==> config.mk <==
export PLATFORM = sky130hd
export DESIGN_NAME = sq_diff_scheduler_flat
export DESIGN_NICKNAME = d
export VERILOG_FILES = /design/src/rtl/sq_diff_scheduler_pkg.sv /design/src/rtl/sq_diff_scheduler_if.sv /design/src/rtl/sq_diff_scheduler_shift_add_core.sv /design/src/rtl/sq_diff_scheduler.sv /design/src/flat_wrapper.sv
export SDC_FILE = /design/constraint.sdc
export NUM_CORES = 1
export LEC_CHECK = 0
export ABC_AREA = 1
export CORE_MARGIN = 2
export CORE_UTILIZATION = 55
export DETAILED_ROUTE_END_ITERATION = 8
export PLACE_DENSITY = 0.75
export SETUP_SLACK_MARGIN = 0.02
export SLEW_MARGIN = 15
export SYNTH_ARGS = -nofsm -noshare
export SYNTH_HDL_FRONTEND = slang
export SYNTH_HIERARCHICAL = 1
export SYNTH_SLANG_ARGS = --single-unit
==> constraint.sdc <==
create_clock -name CLK -period 3.7 [get_ports CLK]
set_input_delay 0.37 -clock CLK [delete_from_list [all_inputs] [get_ports CLK]]
set_output_delay 0.37 -clock CLK [all_outputs]
set_load 0.02 [all_outputs]
==> src/rtl/sq_diff_scheduler_pkg.sv <==
// Shared constants for the (A+B)*(A-B) scheduler: default widths and FSM state encodings.
package sq_diff_pkg;

    localparam int SQD_WIDTH = 16;
    localparam int SQD_CNTW  = 4;

    typedef logic [1:0] state_t;

    localparam state_t IDLE = 2'd0;
    localparam state_t RUN  = 2'd1;
    localparam state_t FIN  = 2'd2;

endpackage

==> src/rtl/sq_diff_scheduler_if.sv <==
// Requester-side bus of the scheduler: request/operand inputs, grant/done/result outputs.
interface sq_diff_scheduler_if #(
    parameter int WIDTH = 16
);
    logic [1:0]         REQ;
    logic [WIDTH-1:0]   A0;
    logic [WIDTH-1:0]   B0;
    logic [WIDTH-1:0]   A1;
    logic [WIDTH-1:0]   B1;
    logic [1:0]         GNT;
    logic [1:0]         DONE;
    logic [2*WIDTH-1:0] OUT;
    logic               OUT_ID;
    logic               BUSY;

    modport master (
        output REQ, A0, B0, A1, B1,
        input  GNT, DONE, OUT, OUT_ID, BUSY
    );

    modport slave (
        input  REQ, A0, B0, A1, B1,
        output GNT, DONE, OUT, OUT_ID, BUSY
    );
endinterface

==> src/rtl/sq_diff_scheduler_shift_add_core.sv <==
// Iterative shift-add engine: loads X=A+B and Y=A-B, then adds Y<<cnt for each set bit of X, one bit per step.
module shift_add_core #(
    parameter int WIDTH = 16,
    parameter int CNTW  = 4
) (
    input  logic               clk,
    input  logic               srst,
    input  logic               load,
    input  logic               step,
    input  logic [WIDTH-1:0]   a,
    input  logic [WIDTH-1:0]   b,
    output logic [2*WIDTH-1:0] acc_next,
    output logic               last
);
    logic [WIDTH-1:0]   x_reg;
    logic [WIDTH-1:0]   y_reg;
    logic [2*WIDTH-1:0] acc_reg;
    logic [CNTW-1:0]    cnt_reg;
    logic [2*WIDTH-1:0] y_wide;
    logic [2*WIDTH-1:0] addend;

    assign y_wide   = {{WIDTH{1'b0}}, y_reg};
    assign addend   = x_reg[cnt_reg] ? (y_wide << cnt_reg) : '0;
    // acc_next already includes the current bit, so the owner can capture it on the last step
    assign acc_next = acc_reg + addend;
    assign last     = (cnt_reg == CNTW'(WIDTH - 1));

    always_ff @(posedge clk) begin
        if (srst) begin
            x_reg   <= '0;
            y_reg   <= '0;
            acc_reg <= '0;
            cnt_reg <= '0;
        end else if (load) begin
            x_reg   <= a + b;
            y_reg   <= a - b;
            acc_reg <= '0;
            cnt_reg <= '0;
        end else if (step) begin
            acc_reg <= acc_next;
            cnt_reg <= cnt_reg + CNTW'(1);
        end
    end
endmodule

==> src/rtl/sq_diff_scheduler.sv <==
// Round-robin scheduler sharing one shift-add engine between two requesters; GNT/DONE are one-cycle pulses.
module sq_diff_scheduler
    import sq_diff_pkg::*;
#(
    parameter int WIDTH = SQD_WIDTH,
    parameter int CNTW  = SQD_CNTW
) (
    input  logic                CLK,
    input  logic                RST,
    sq_diff_scheduler_if.slave  bus
);
    state_t             state_reg;
    logic               pri_reg;
    logic               sel_reg;
    logic               gnt_pulse_reg;
    logic               done_pulse_reg;
    logic               out_id_reg;
    logic [2*WIDTH-1:0] out_reg;

    logic               any_req;
    logic               sel_next;
    logic               core_load;
    logic               core_step;
    logic               core_last;
    logic [WIDTH-1:0]   a_sel;
    logic [WIDTH-1:0]   b_sel;
    logic [2*WIDTH-1:0] core_acc_next;

    // Single request wins outright; a tie goes to the requester named by PRI.
    assign any_req   = |bus.REQ;
    assign sel_next  = (bus.REQ == 2'b11) ? pri_reg : bus.REQ[1];
    assign a_sel     = sel_next ? bus.A1 : bus.A0;
    assign b_sel     = sel_next ? bus.B1 : bus.B0;
    assign core_load = (state_reg == IDLE) && any_req;
    assign core_step = (state_reg == RUN);

    shift_add_core #(
        .WIDTH (WIDTH),
        .CNTW  (CNTW)
    ) u_core (
        .clk      (CLK),
        .srst     (RST),
        .load     (core_load),
        .step     (core_step),
        .a        (a_sel),
        .b        (b_sel),
        .acc_next (core_acc_next),
        .last     (core_last)
    );

    always_ff @(posedge CLK) begin
        if (RST) begin
            state_reg      <= IDLE;
            pri_reg        <= 1'b0;
            sel_reg        <= 1'b0;
            gnt_pulse_reg  <= 1'b0;
            done_pulse_reg <= 1'b0;
            out_id_reg     <= 1'b0;
            out_reg        <= '0;
        end else begin
            gnt_pulse_reg  <= 1'b0;
            done_pulse_reg <= 1'b0;
            case (state_reg)
                IDLE: begin
                    if (any_req) begin
                        sel_reg       <= sel_next;
                        pri_reg       <= ~sel_next;
                        gnt_pulse_reg <= 1'b1;
                        state_reg     <= RUN;
                    end
                end
                RUN: begin
                    if (core_last) begin
                        out_reg        <= core_acc_next;
                        out_id_reg     <= sel_reg;
                        done_pulse_reg <= 1'b1;
                        state_reg      <= FIN;
                    end
                end
                FIN: begin
                    state_reg <= IDLE;
                end
                default: begin
                    state_reg <= IDLE;
                end
            endcase
        end
    end

    // Pulses are decoded from a flag plus an owner index, so at most one bit can ever be set.
    for (genvar gi = 0; gi < 2; gi++) begin : g_pulse
        assign bus.GNT[gi]  = gnt_pulse_reg  && (sel_reg    == 1'(gi));
        assign bus.DONE[gi] = done_pulse_reg && (out_id_reg == 1'(gi));
    end

    assign bus.OUT    = out_reg;
    assign bus.OUT_ID = out_id_reg;
    assign bus.BUSY   = (state_reg == RUN) || (state_reg == FIN);
endmodule

==> src/flat_wrapper.sv <==
// flat-port wrapper written by rule: the top's interface ports become plain ports
module sq_diff_scheduler_flat import sq_diff_pkg::*;
#(
    parameter int WIDTH = SQD_WIDTH,
    parameter int CNTW  = SQD_CNTW
)
  (CLK, RST, bus_REQ, bus_A0, bus_B0, bus_A1, bus_B1, bus_GNT, bus_DONE, bus_OUT, bus_OUT_ID, bus_BUSY);
  sq_diff_scheduler_if #(.WIDTH(WIDTH)) bus_i ();
  input  logic CLK;
  input  logic RST;
  input wire logic [$bits(bus_i.REQ)-1:0] bus_REQ;
  input wire logic [$bits(bus_i.A0)-1:0] bus_A0;
  input wire logic [$bits(bus_i.B0)-1:0] bus_B0;
  input wire logic [$bits(bus_i.A1)-1:0] bus_A1;
  input wire logic [$bits(bus_i.B1)-1:0] bus_B1;
  output wire logic [$bits(bus_i.GNT)-1:0] bus_GNT;
  output wire logic [$bits(bus_i.DONE)-1:0] bus_DONE;
  output wire logic [$bits(bus_i.OUT)-1:0] bus_OUT;
  output wire logic [$bits(bus_i.OUT_ID)-1:0] bus_OUT_ID;
  output wire logic [$bits(bus_i.BUSY)-1:0] bus_BUSY;
  assign bus_i.REQ = bus_REQ;
  assign bus_i.A0 = bus_A0;
  assign bus_i.B0 = bus_B0;
  assign bus_i.A1 = bus_A1;
  assign bus_i.B1 = bus_B1;
  assign bus_GNT = bus_i.GNT;
  assign bus_DONE = bus_i.DONE;
  assign bus_OUT = bus_i.OUT;
  assign bus_OUT_ID = bus_i.OUT_ID;
  assign bus_BUSY = bus_i.BUSY;
  sq_diff_scheduler #(.WIDTH(WIDTH), .CNTW(CNTW)) u_core (.CLK(CLK), .RST(RST), .bus(bus_i));
endmodule
# Word level (Yosys, flattened, before mapping)

Cells that the tools add are included.

Register bits after elaboration: 107
Output and inout port bits: 38
Logic and storage cells: 53
Input bits: 68

Eq/ne operators: 6
Mux-type cells: 11
Shift operators: 1
Bitwise operators: 5
$add $sub $neg: 4
$lt $le $gt $ge: 1
Reductions and logical operators: 14

Operators with widths:

| operator            | number |
|---|---|
| $add 32x32->32      | 1 |
| $mux 16             | 2 |
| $mux 32             | 1 |
| $shl 16x4->32       | 1 |
| $add 16x16->16      | 1 |
| $sub 16x16->16      | 1 |
| $reduce_or 2->1     | 4 |
| $reduce_and 2->1    | 3 |
| $logic_and 1x1->1   | 5 |
| $lt 4x5->1 const B  | 1 |
| $not 1->1           | 5 |
| $add 4x1->4 const B | 1 |
| $bmux 1 s4          | 1 |
| $eq 2x2->1 const B  | 2 |
| $eq 4x4->1 const B  | 1 |
| $mux 1              | 4 |
| $mux 2              | 2 |
| $pmux 2 s2          | 1 |
| $eq 2x1->1 const B  | 1 |
| $logic_not 2->1     | 1 |
| $ne 2x1->1 const B  | 1 |
| $ne 2x2->1 const B  | 1 |
| $logic_or 1x1->1    | 1 |

# Longest topological paths before layout

Depth in word-level cells: 4
Gate-level depth with buffers: 25
Mapped depth without buffers: 24

# By module

The synthesis kept the hierarchy.

By module, submodules not included:

| module            | seq. area each (µm²) | cells each | area each (µm²) | instances |
|---|---|---|---|---|
| shift_add_core    | 1,341.3              | 1,362      | 7,532.2         | 1 |
| sq_diff_scheduler | 780.7                | 296        | 1,921.8         | 1 |

# Worst setup path after synthesis

OpenSTA, ideal clock, no wires.

Path type: register -> register
Start: reg u_core.u_core.cnt_reg[1]
End: reg u_core.out_reg[24] (netlist: u_core/bus.OUT[24])
Path slack: 1,063 ps
Stages on the path, launching flop included: 21
Required time: 3,587 ps
Arrival time: 2,524 ps
Setup time: 113 ps
Path buffers: 2
Clock period less this slack: 2,637 ps
Cell sequence: dfxtp_1 -> buf_4 -> inv_1 -> buf_2 -> o21ai_0 -> nand2_1 -> o21a_1 -> inv_1 -> o21ai_0 -> nand2_1 -> inv_1 -> ha_1 -> nand2_1 -> nor2_1 -> inv_1 -> o21bai_1 -> nand2_1 -> nand4_1 -> nand2_1 -> o21ai_1 -> nor2_1

Longest elaborated chain between the ends: 4
Elaborated cells between the ends (all ways): 7
Classes of those cells: add/sub (1); eq/ne (1); shift (1); mux (3); reduce/logical (1)

Ends and longest elaborated chain:

| element                      | line                                   | source |
|---|---|---|
| from (decl)                  | sq_diff_scheduler_shift_add_core.sv:18 | `logic [CNTW-1:0] cnt_reg;` |
| from (signal assigned)       | sq_diff_scheduler_shift_add_core.sv:41 | `cnt_reg <= cnt_reg + CNTW'(1);` |
| $bmux 1 s4                   | sq_diff_scheduler_shift_add_core.sv:23 | `assign addend = x_reg[cnt_reg] ? (y_wide << cnt_reg) : '0;` |
| $mux 1 (implied by the code) | sq_diff_scheduler_shift_add_core.sv:23 |  |
| $mux 32 (*)                  | sq_diff_scheduler_shift_add_core.sv:23 |  |
| $add 32x32->32 (*)           | sq_diff_scheduler_shift_add_core.sv:25 | `assign acc_next = acc_reg + addend;` |
| via u_core.core_acc_next[24] | sq_diff_scheduler.sv:27                | `logic [2*WIDTH-1:0] core_acc_next;` |
| to (signal assigned)         | sq_diff_scheduler.sv:74                | `out_reg <= core_acc_next;` |
| to (decl)                    | sq_diff_scheduler.sv:18                | `logic [2*WIDTH-1:0] out_reg;` |

Mark *: on every way through the listed nets, which the timed path passes. The rest lies on a longest branch. The select of a mux whose other input is x is not followed.
A chain may end at the register's enable or synchronous reset.

# Worst setup path after layout

Start: reg u_core.u_core.cnt_reg[1]
End: reg u_core.out_reg[27] (netlist: u_core/bus.OUT[27])

The elaborated chain is that of the path after synthesis.

==> metrics.md <==
| Metric | Value |
|---|---|
| Max VDD drop | 0.251 mV |
| Antenna violations before repair | 0 |
| Yosys Warn Count | 6 |
| Starting Density | 0.566 |
| Total Nets Final | 1,866 |
| CTS tree | done |
| Htree depth | 3 |
| Async S/R FF share, synth | 0 |
| Drt pass-1 iters | 7 |
| Clk slew on worst S/H paths | 80 ps |
| Metal2 WL | ~14,000 um |
| # IOs | 106 |
| Reg2Reg Setup Slack | 370 ps |
| Vias | 10,200 |
| Leading area contributor after synthesis | dfxtp_1 |
| EDFF count, synth | 0 |
| Global route total overflow | 0 |
| Mean Syn Cell Area | 5.70 um^2 |
| Clock Path Buffers | 2 |
| P&R area growth vs syn | 15.1% |
| Least-Margin Pin Slew | 890 ps |
| Worst Path Arrival | 3600 ps |
| FF-to-FF path depth | 21 |
| Post-DP HPWL | 22,100 um |
| Yosys cell types | 42 |
| LEAKAGE | 0.00592 uW |
| Layout cells sized above 1 | 0.0306 |
| Buffers on Ports | about 110 |
| Cell area after synthesis | 9450 um^2 |
| Clock latency on the worst-skew pair | 360 ps |
| Wire length per cell | between 10 and 15 um |
| Relative slew slack | 0.406 |
| Setup repair bufs after CTS | 0 |
| Synth Area in Adders | 0.0937 |
| Site row count | 47 |
| Chip width | 135 um |
| Top cells by area, synth | dfxtp_1 (22%), nand2_1 (20%), inv_1 (11%) |
| DR vias/cell | 5.20 |
| Post-synthesis xor/xnor area fraction | 0.0157 |
| Metal3 WL | 1020 um |
| CTS Root Cell | clkbuf_16 |
| DRT iter0 DRCs | 614 |
| Status | completed |
| Uppermost routed layer | met4 |
| Crit end category | flip-flop |
| GRT Util Overall | 0.309 |
| PD cells | a little over 500 nW/um^2 |
| First-pass GRT wire length | 45,300 um |
| Slew Limit Fails | 0 |
| Setup CP Type | reg2reg |
| Hold Path Origin | u_core/pri_reg |
| Cell Count, Final, Fillers Out | around 2,000 |
| Skew final | 12.6 ps |
| Cells after Synth | 1,658 |
| Register area share after synthesis | 0.224 |
| TritonCTS Buffers | 9 |
| CP startpoint | u_core/u_core/cnt_reg[1] |
| Die area | 18,300 um^2 |
| Largest net degree at the start of global routing | 50 |
| Tcrit/Tclk final | 0.901 |
| Dpl ws | 341 ps |
| Fmax | 300 MHz |
| Final Critical Period | 3330 ps |
| Hold buffers post-CTS | 0 |
| Final-report hold violation count | 0 |
| Drc violations | 0 |
| Vias in the first global route | roughly 9,600 |
| Setup tns final | 0 ps |
| Simple-Gate Fraction of Synth Area | 0.378 |
| Post-synthesis mux area share | 0.00529 |
| Placer Congestion | 0.981 |
| Reg2reg start | u_core/u_core/cnt_reg[1] |
| Worst endpoint required time | 3960 ps |
| Antenna diodes | 0 |
| Hold path cells | 2 |
| CP endpoint | u_core/bus.OUT[27] |
| Finish-stage setup viols | 0 |
| Largest family of logic cells by synthesized area | simple AND/OR/NAND/NOR gates |
| Core Region | 16,700 um^2 |
| CTS Sinks | between 100 and 150 |
| Max-cap violations | 0 |
| Synthesis-stage register bit count | 106 |
| Synth Area in Compound Gates | 0.137 |
| RSZ-0062 raised after global routing | false |
| ANT nets after route | 0 |
| Worst hold path class | reg2reg |
| Worst Path Max Fanout | 27 |
| WL final | about 28,000 um |
| Synth Net Count | around 1,800 |
| R2R Path End | u_core/bus.OUT[27] |
| Height of the die | 135 um |
| Top cell type's share of synthesized area | 0.224 |
| Dpl cells | 1,938 |
| Primary FF master, synth | dfxtp_1 |
| Worst setup margin | between 300 and 400 ps |
| DRT met1 WL | around 12,000 um |
| Worst setup SP type | flip-flop |
[final cells by class]
cell class | instances | area, um^2
multi-input combinational | 1214 | 5960
fill | 1674 | 5820
sequential | 106 | 2120
timing repair buffer | 123 | 1190
inverter | 275 | 1030
tap | 220 | 275
clock buffer | 10 | 239
clock inverter | 6 | 65.1
[cell families after synthesis]
group,Yosys count
compound gates,238
flops,106
fa+ha+maj,69
buf+inv,338
simple gates,885
xor+xnor,17
mux,5
[cell usage in the layout (no fill, tap or decap), drive strengths merged]
master         instances
a21boi                 1
a21o                   4
a21oi                 74
a31oi                  5
a32o                   2
and2                   2
buf                   18
clkbuf                10
clkdlybuf4s50        105
clkinv                 1
dfxtp                106
fa                     3
ha                    66
inv                  280
mux2i                  5
nand2                511
nand2b                 1
nand3                125
nand3b                 2
nand4                  7
nor2                 214
nor3                  18
nor4                   1
o211ai                 5
o21a                   1
o21ai                124
o21bai                10
o22ai                  8
o31ai                  2
o32ai                  2
or2                    4
xnor2                  3
xor2                  14
[cell usage after synthesis, types with 9 or more instances]
library cell and number:
nand2_1 507, o21ai_0 77, inv_1 271, nor3_1 18
buf_4 9, nand3_1 124, o21bai_1 10, ha_1 66
clkbuf_1 16, dfxtp_1 106, o21ai_1 44, buf_2 27
a21oi_1 73, nor2_1 214, xor2_1 14
[metrics by stage]
| step | hold WS (ps) | total power (uW) | area, um^2 | utilization |
|---|---|---|---|---|
| 6_report | 478 | 5630 | 10900 | 0.652 |
| 5_1_grt | 494 | 6120 | 10900 | 0.652 |
| 4_1_cts | 476 | 5610 | 10900 | 0.651 |
| 3_5_place_dp | 455 | 4600 | 10600 | 0.633 |
| 3_3_place_gp | 445 | 4550 | 10600 | 0.633 |
| 2_1_floorplan | 423 | 3840 | 9450 | - |
[what timing repair did]
| action | CTS | global route |
|---|---|---|
| setup endpoints to repair | 0 | 4 |
| endpoints found under the hold margin | 0 | 0 |
| gates resized for setup | 0 | 1 |
[layer usage]
metal	global-route usage	vias to the layer above
met1	0.365	4517
met2	0.575	276
li1	-	5319
met4	0.124	0
met5	0	-
met3	0.0259	48
[worst min-delay path by stage]
stage	endpoint	slack [ps]
after floorplan	u_core/u_core/x_reg[4]	420
after global placement	u_core/u_core/x_reg[4]	440
after detailed placement	u_core/u_core/x_reg[4]	460
after CTS	u_core/u_core/x_reg[4]	480
after global routing	u_core/u_core/acc_reg[0]	490
final	u_core/pri_reg	480
[power by group]
part | switching [uW] | internal (uW) | total, uW
clock network | 496 | 501 | 997
registers | 159 | 1400 | 1560
logic | 2020 | 1050 | 3070
[critical path, cell delays in order (launching register included)]
cell      delay (ps)
dfxtp_1          350
buf_4            290
o21ai_0          140
o22ai_1          180
nand3_1           90
nand2_1          170
inv_2             90
nand2_4          140
o211ai_1         110
inv_1             80
ha_1             270
nand2_1          140
inv_1             70
nand2_1           80
nand2_1           80
nand3b_1         320
nand2_1          210
nand2_1           70
nand2_1           80
nand2_1           50
o21ai_1          140
nor2_1            60
No activity file was read; power rests on OpenSTA's default activity.
